## config.mk

```make
export PLATFORM = sky130hd
export DESIGN_NAME = window_gen_5x5_flat
export DESIGN_NICKNAME = d
export VERILOG_FILES = /design/src/rtl/conv_pkg.sv /design/src/rtl/window_gen_5x5_if.sv /design/src/rtl/line_buffer.sv /design/src/rtl/window_gen_5x5.sv /design/src/flat_wrapper.sv
export SDC_FILE = /design/constraint.sdc
export NUM_CORES = 2
export LEC_CHECK = 0
export ABC_CLOCK_PERIOD_IN_PS = 7900
export BUFFER_PORTS_ARGS = -buffer_cell sky130_fd_sc_hd__buf_2
export CORE_ASPECT_RATIO = 1.5
export CORE_MARGIN = 3
export CORE_UTILIZATION = 47
export CTS_BUF_LIST = sky130_fd_sc_hd__clkbuf_4 sky130_fd_sc_hd__clkbuf_8
export CTS_CLUSTER_SIZE = 30
export DETAILED_ROUTE_END_ITERATION = 6
export SETUP_SLACK_MARGIN = 0.3
export SLEW_MARGIN = 20
export SYNTH_ARGS = -nofsm -noshare
export SYNTH_HDL_FRONTEND = slang
export SYNTH_HIERARCHICAL = 1
export SYNTH_SLANG_ARGS = --single-unit
```

## constraint.sdc

```tcl
create_clock -name Clk -period 7.9 [get_ports Clk]
set_input_delay 0.79 -clock Clk [delete_from_list [all_inputs] [get_ports Clk]]
set_output_delay 0.79 -clock Clk [all_outputs]
set_load 0.02 [all_outputs]
```

## src/rtl/conv_pkg.sv

```systemverilog
// rtl/conv_pkg.sv - pixel/window types shared by the window generator and kernel_1x5x5 consumers
package conv_pkg;
   localparam int DATA_W   = 32;
   localparam int KERNEL_K = 5;
   localparam int WIN_N    = KERNEL_K * KERNEL_K;

   typedef logic signed [DATA_W-1:0] pixel_t;
   typedef pixel_t [WIN_N-1:0]       window_t;

   function automatic int win_idx(input int r, input int c);
      return r * KERNEL_K + c;
   endfunction
endpackage

```

## src/rtl/window_gen_5x5_if.sv

```systemverilog
// rtl/window_gen_5x5_if.sv - pixel-in / window-out handshake bundle (coordinates under WINDOW_GEN_COORD_EN)
interface window_gen_5x5_if;
   import conv_pkg::*;

   logic    in_valid;
   pixel_t  in_data;
   logic    in_ready;
   logic    win_valid;
   window_t win_data;
   logic    win_ready;
   logic    frame_done;
`ifdef WINDOW_GEN_COORD_EN
   logic [7:0] win_row;
   logic [7:0] win_col;
`endif

   modport slave (
      input  in_valid,
      input  in_data,
      input  win_ready,
      output in_ready,
      output win_valid,
      output win_data,
`ifdef WINDOW_GEN_COORD_EN
      output win_row,
      output win_col,
`endif
      output frame_done
   );

   modport master (
      output in_valid,
      output in_data,
      output win_ready,
      input  in_ready,
      input  win_valid,
      input  win_data,
`ifdef WINDOW_GEN_COORD_EN
      input  win_row,
      input  win_col,
`endif
      input  frame_done
   );
endinterface

```

## src/rtl/line_buffer.sv

```systemverilog
// rtl/line_buffer.sv - one image row of delay, advancing only on accepted pixels
module line_buffer
   import conv_pkg::*;
#(
   parameter int DEPTH = 28
)
(
   input  logic   Clk,
   input  logic   Reset_n,
   input  logic   en,
   input  pixel_t din,
   output pixel_t dout
);
   localparam int              PTR_W    = $clog2(DEPTH);
   localparam logic [PTR_W-1:0] PTR_LAST = PTR_W'(DEPTH - 1);

   pixel_t           mem [DEPTH];
   logic [PTR_W-1:0] ptr;

   // Read-before-write: the slot about to be overwritten holds the pixel from one row earlier.
   assign dout = mem[ptr];

   always_ff @(posedge Clk) begin
      if (!Reset_n) begin
         ptr <= '0;
      end else if (en) begin
         ptr <= (ptr == PTR_LAST) ? '0 : ptr + 1'b1;
      end
   end

   always_ff @(posedge Clk) begin
      if (en) begin
         mem[ptr] <= din;
      end
   end
endmodule

```

## src/rtl/window_gen_5x5.sv

```systemverilog
// rtl/window_gen_5x5.sv - raster pixels to 5x5 sliding windows; WINDOW_GEN_COORD_EN adds win_row/win_col
module window_gen_5x5
   import conv_pkg::*;
#(
   parameter int IMG_W = 28,
   parameter int IMG_H = 28
)
(
   input  logic Clk,
   input  logic Reset_n,
   window_gen_5x5_if.slave bus
);
   localparam int               COL_W     = $clog2(IMG_W);
   localparam int               ROW_W     = $clog2(IMG_H);
   localparam logic [COL_W-1:0] COL_LAST  = COL_W'(IMG_W - 1);
   localparam logic [ROW_W-1:0] ROW_LAST  = ROW_W'(IMG_H - 1);
   localparam logic [COL_W-1:0] COL_FIRST = COL_W'(KERNEL_K - 1);
   localparam logic [ROW_W-1:0] ROW_FIRST = ROW_W'(KERNEL_K - 1);

   logic [COL_W-1:0] col;
   logic [ROW_W-1:0] row;
   logic             win_valid_q;
   logic             last_q;
   logic             frame_done_q;
   window_t          win_q;
   window_t          win_shift;
   pixel_t           tap [KERNEL_K];
   logic             accept;
   logic             win_hit;
   logic             at_end;

   assign accept       = bus.in_valid && bus.in_ready;
   assign bus.in_ready = !win_valid_q || bus.win_ready;
   assign win_hit      = accept && (row >= ROW_FIRST) && (col >= COL_FIRST);
   assign at_end       = (row == ROW_LAST) && (col == COL_LAST);

   // tap[k] is the pixel k rows above the incoming one, same column.
   assign tap[0] = bus.in_data;

   for (genvar i = 0; i < KERNEL_K - 1; i++) begin : g_lb
      line_buffer #(.DEPTH(IMG_W)) u_lb (
         .Clk     (Clk),
         .Reset_n (Reset_n),
         .en      (accept),
         .din     (tap[i]),
         .dout    (tap[i+1])
      );
   end

   always_comb begin
      win_shift = win_q;
      for (int r = 0; r < KERNEL_K; r++) begin
         for (int c = 0; c < KERNEL_K - 1; c++) begin
            win_shift[win_idx(r, c)] = win_q[win_idx(r, c + 1)];
         end
         win_shift[win_idx(r, KERNEL_K - 1)] = tap[KERNEL_K - 1 - r];
      end
   end

   // The shift window doubles as the output register: it only moves on accept,
   // and accept implies the presented window is either absent or leaving this cycle.
   always_ff @(posedge Clk) begin
      if (!Reset_n) begin
         col          <= '0;
         row          <= '0;
         win_valid_q  <= 1'b0;
         last_q       <= 1'b0;
         frame_done_q <= 1'b0;
         win_q        <= '0;
      end else begin
         frame_done_q <= win_valid_q && bus.win_ready && last_q;
         if (accept) begin
            win_q <= win_shift;
            if (col == COL_LAST) begin
               col <= '0;
               row <= (row == ROW_LAST) ? '0 : row + 1'b1;
            end else begin
               col <= col + 1'b1;
            end
         end
         if (win_hit) begin
            win_valid_q <= 1'b1;
            last_q      <= at_end;
         end else if (bus.win_ready) begin
            win_valid_q <= 1'b0;
         end
      end
   end

   assign bus.win_valid  = win_valid_q;
   assign bus.win_data   = win_q;
   assign bus.frame_done = frame_done_q;

`ifdef WINDOW_GEN_COORD_EN
   logic [7:0] win_row_q;
   logic [7:0] win_col_q;

   always_ff @(posedge Clk) begin
      if (!Reset_n) begin
         win_row_q <= '0;
         win_col_q <= '0;
      end else if (win_hit) begin
         win_row_q <= 8'(row) - 8'(KERNEL_K - 1);
         win_col_q <= 8'(col) - 8'(KERNEL_K - 1);
      end
   end

   assign bus.win_row = win_row_q;
   assign bus.win_col = win_col_q;
`endif
endmodule

```

## src/flat_wrapper.sv

```systemverilog
// flat-port wrapper written by rule: the top's interface ports become plain ports
module window_gen_5x5_flat import conv_pkg::*;
#(
   parameter int IMG_W = 28,
   parameter int IMG_H = 28
)
  (Clk, Reset_n, bus_in_valid, bus_in_data, bus_win_ready, bus_in_ready, bus_win_valid, bus_win_data, bus_frame_done);
  window_gen_5x5_if bus_i ();
  input  logic Clk;
  input  logic Reset_n;
  input wire logic [$bits(bus_i.in_valid)-1:0] bus_in_valid;
  input wire logic [$bits(bus_i.in_data)-1:0] bus_in_data;
  input wire logic [$bits(bus_i.win_ready)-1:0] bus_win_ready;
  output wire logic [$bits(bus_i.in_ready)-1:0] bus_in_ready;
  output wire logic [$bits(bus_i.win_valid)-1:0] bus_win_valid;
  output wire logic [$bits(bus_i.win_data)-1:0] bus_win_data;
  output wire logic [$bits(bus_i.frame_done)-1:0] bus_frame_done;
  assign bus_i.in_valid = bus_in_valid;
  assign bus_i.in_data = bus_in_data;
  assign bus_i.win_ready = bus_win_ready;
  assign bus_in_ready = bus_i.in_ready;
  assign bus_win_valid = bus_i.win_valid;
  assign bus_win_data = bus_i.win_data;
  assign bus_frame_done = bus_i.frame_done;
  window_gen_5x5 #(.IMG_W(IMG_W), .IMG_H(IMG_H)) u_core (.Clk(Clk), .Reset_n(Reset_n), .bus(bus_i));
endmodule
```

==> impl_metrics.ini <==
[detailed_routing]
vias = 97300
drtIter0Drc = 9585
first_pass_iters = 7
drc = 16
wl_met2_um = 256000
wl_um = 497000
route.met3.wl_um = 33700
met1Wirelength_um = 188000
top_layer = met5
wl_per_cell_um = 29.5
antenna_left = 0
via_per_inst = 5.78

[critical_path]
cp_slowest_cell = nor2b_2
cpLargestDelayFamily = simple AND/OR/NAND/NOR gates
cp.depth = 6
cp_num_buf_inv = 2
worstSetupPathType = flop to flop
start_kind = flop
cp-end-kind = flop
path_cells = buf_12 > nor2b_2 > a221oi_1 > o21ai_1 > a211oi_4 > buf_4
worstPathRequired_ns = 8.61
reg2reg_depth = 6
max_stage_delay_ns = 0.98
arrival_ns = 4.67
crit_path_max_fanout = 110

[sta]
hold_viol = 0
fmax_mhz = 252
skew_ns = 0.0869
fin_tns_setup_ns = 0
relSlewSlack = 0.0823
setup_viol = 0
worst_slack_ns = 3.94
rsz0062_at_grt = false
min_period_over_period = 0.502
fin_crit_ns = 3.96
drv_slew = 0
tightestPinTransition_ns = 1.38

[yosys]
yosys_warnings = 6
synth_seq_area_share = 0.734
synthesis.nets = 10500
synthesis.area_um2 = 170000
syn_avg_cell_area_um2 = 16.3
synth-main-ff-cell = edfxtp_1
synthCells = 10500
yosys_register_bits = 4437
synth_cell_types = 51
post-synth-top-area-cell = edfxtp_1
async_flop_share = 0
synthTopCellsByArea = edfxtp_1, dfxtp_1, mux4_2
synth_edf_count = 3584
synth_top_cell_area_share = 0.633

[floorplanning]
io_pins = 839
dieWidth_um = 497
rows = 269
initial_core_util = 0.474
core_area_um2 = 359000
design.die.area_um2 = 369000
die_h_um = 742

[clock_tree]
cts_tree = done
numCtsBuffers = 659
clockBufferDepth = 4
root_buffer = clkbuf_8
h-tree-depth = 6
clock_latency_ns = 1.12
cts_sinks = 4437
path_clk_slew_ns = 0.07

[power]
p_per_area_nw_per_um2 = 255
leakagePower_uw = 0.0633
p_seq_frac = 0.542
power_switching_share = 0.244
internal-power_uw = 37000
p_switching_uw = 11900
clkPwrFrac = 0.374
combPwrFrac = 0.084
peakVddDrop_uv = 183
power.total_uw = 49000

[grt]
grt_first_pass_wirelength_um = 704000
grt_pass1_vias = 98600
overflow = 0
grt_antenna_before_repair = 36
grt_max_degree = 253
global_route.usage.total = 0.263

[flow_run]
cap_violations = 0

[run_status]
violations = DRC
status = complete, but fails checks

[placement]
hpwlAfterDp_um = 314000
place_ws_ns = 3.64
gp_congestion = 0.871
io_buffers = 838

[finish]
layout_commonest_cell = edfxtp_1
layout.nets = 11600
layout-drive-gt1-share = 0.233
post-route-util = 0.535
area_delta_synth_final_pct = 12.8
final_cell_mix = edfxtp_1, nand2_1, mux2i_1

[hold_path]
min_path_cells = 3
min_path_type = input port to flop
==> layout make-up <==
| cell class | count | area, um^2 |
|---|---|---|
| clock buffer | 937 | 11400 |
| antenna | 19 | 47.5 |
| timing repair buffer | 1097 | 6390 |
| fill | 29300 | 167000 |
| sequential | 4437 | 125000 |
| inverter | 17 | 71.3 |
| multi-input combinational | 5342 | 41800 |
| tap | 4742 | 5930 |
| clock inverter | 239 | 1350 |
==> synthesized netlist by cell type (all sizes together) (24+ instances only) <==
cell type / count
a221oi: 44
buf: 450
nand4: 74
ha: 24
a21boi: 850
o21ai: 44
mux4: 448
and2: 124
dfxtp: 853
a211oi: 64
clkbuf: 207
nor2b: 24
o22ai: 128
edfxtp: 3584
a22oi: 256
nand2: 1849
a21oi: 150
mux2i: 902
nand2b: 34
nand3: 201
nor2: 47
==> path summary, 6_finish.rpt <==
| path | from | endpoint | slack [ns] |
|---|---|---|---|
| max | flop | u_core/g_lb[1].u_lb/mem[9][5] | 3.94 |
| min | bus_in_data[24] | u_core/bus.win_data[792] | 0.15 |
| max reg2reg | flop | u_core/g_lb[1].u_lb/mem[9][5] | 3.94 |
| min reg2reg | u_core/bus.win_data[572] | u_core/bus.win_data[540] | 0.43 |
==> timing repair <==
| action | in CTS | in global routing |
|---|---|---|
| hold buffers | 2 | 0 |
| setup buffers | 0 | 0 |
| endpoints found under the hold margin | 2 | 0 |
| gates resized for setup | 0 | 0 |
==> sequential cells by signal, summed over array words and instances, names as in the netlist, named ones only <==
register               flops
u_core/bus.win_valid       1
u_core/row                 5
u_core/g_lb.u_lb/ptr      20
u_core/g_lb.u_lb/mem    3584
u_core/col                 5
u_core/bus.win_data      800
u_core/last_q              1
u_core/bus.frame_done      1
==> logic make-up (layout without fill, tap and decap cells) <==
family	count (synthesis)	in the layout	synth area share
AOI/OAI and AO/OA	1561	1561	0.0676
adders and majority gates	24	24	0.00177
DFF	4437	4437	0.734
muxes	1350	1350	0.113
and+or+nand+nor	2391	2391	0.0591
xor gates and xnor gates	16	16	0.000825
buffers and inverters	674	2290	0.0244
other	0	19	0
==> metal layers <==
| metal | vias up | GRT usage |
|---|---|---|
| met5 | - | 0 |
| met4 | 16 | 0.0988 |
| met3 | 888 | 0.0470 |
| met2 | 3858 | 0.462 |
| met1 | 50500 | 0.325 |
| li1 | 42000 | - |
==> through the flow <==
step	hold slack (ns)	instance area (um^2)	cells
final	0.150	192000	16800
after global routing	0.105	192000	16800
after CTS	0.0366	192000	16800
after detailed placement	0.444	179000	15600
after global placement	0.437	179000	15600
after floorplan	0.461	170000	10500
==> power groups by stage <==
stage	Sequential, uW	Combinational, uW	Clock (uW)
after floorplan	27000	2300	0
after global placement	27000	4050	0
final	26500	4120	18300
after CTS	26500	4150	18700
after global routing	26500	4350	19700
after detailed placement	27000	4140	0
==> worst min-delay path, stage by stage <==
cell and delay [ns]:
buf_2 0.25, nand2_1 0.11, a21boi_1 0.06
Note: power is estimated with default switching activity, not from simulation.
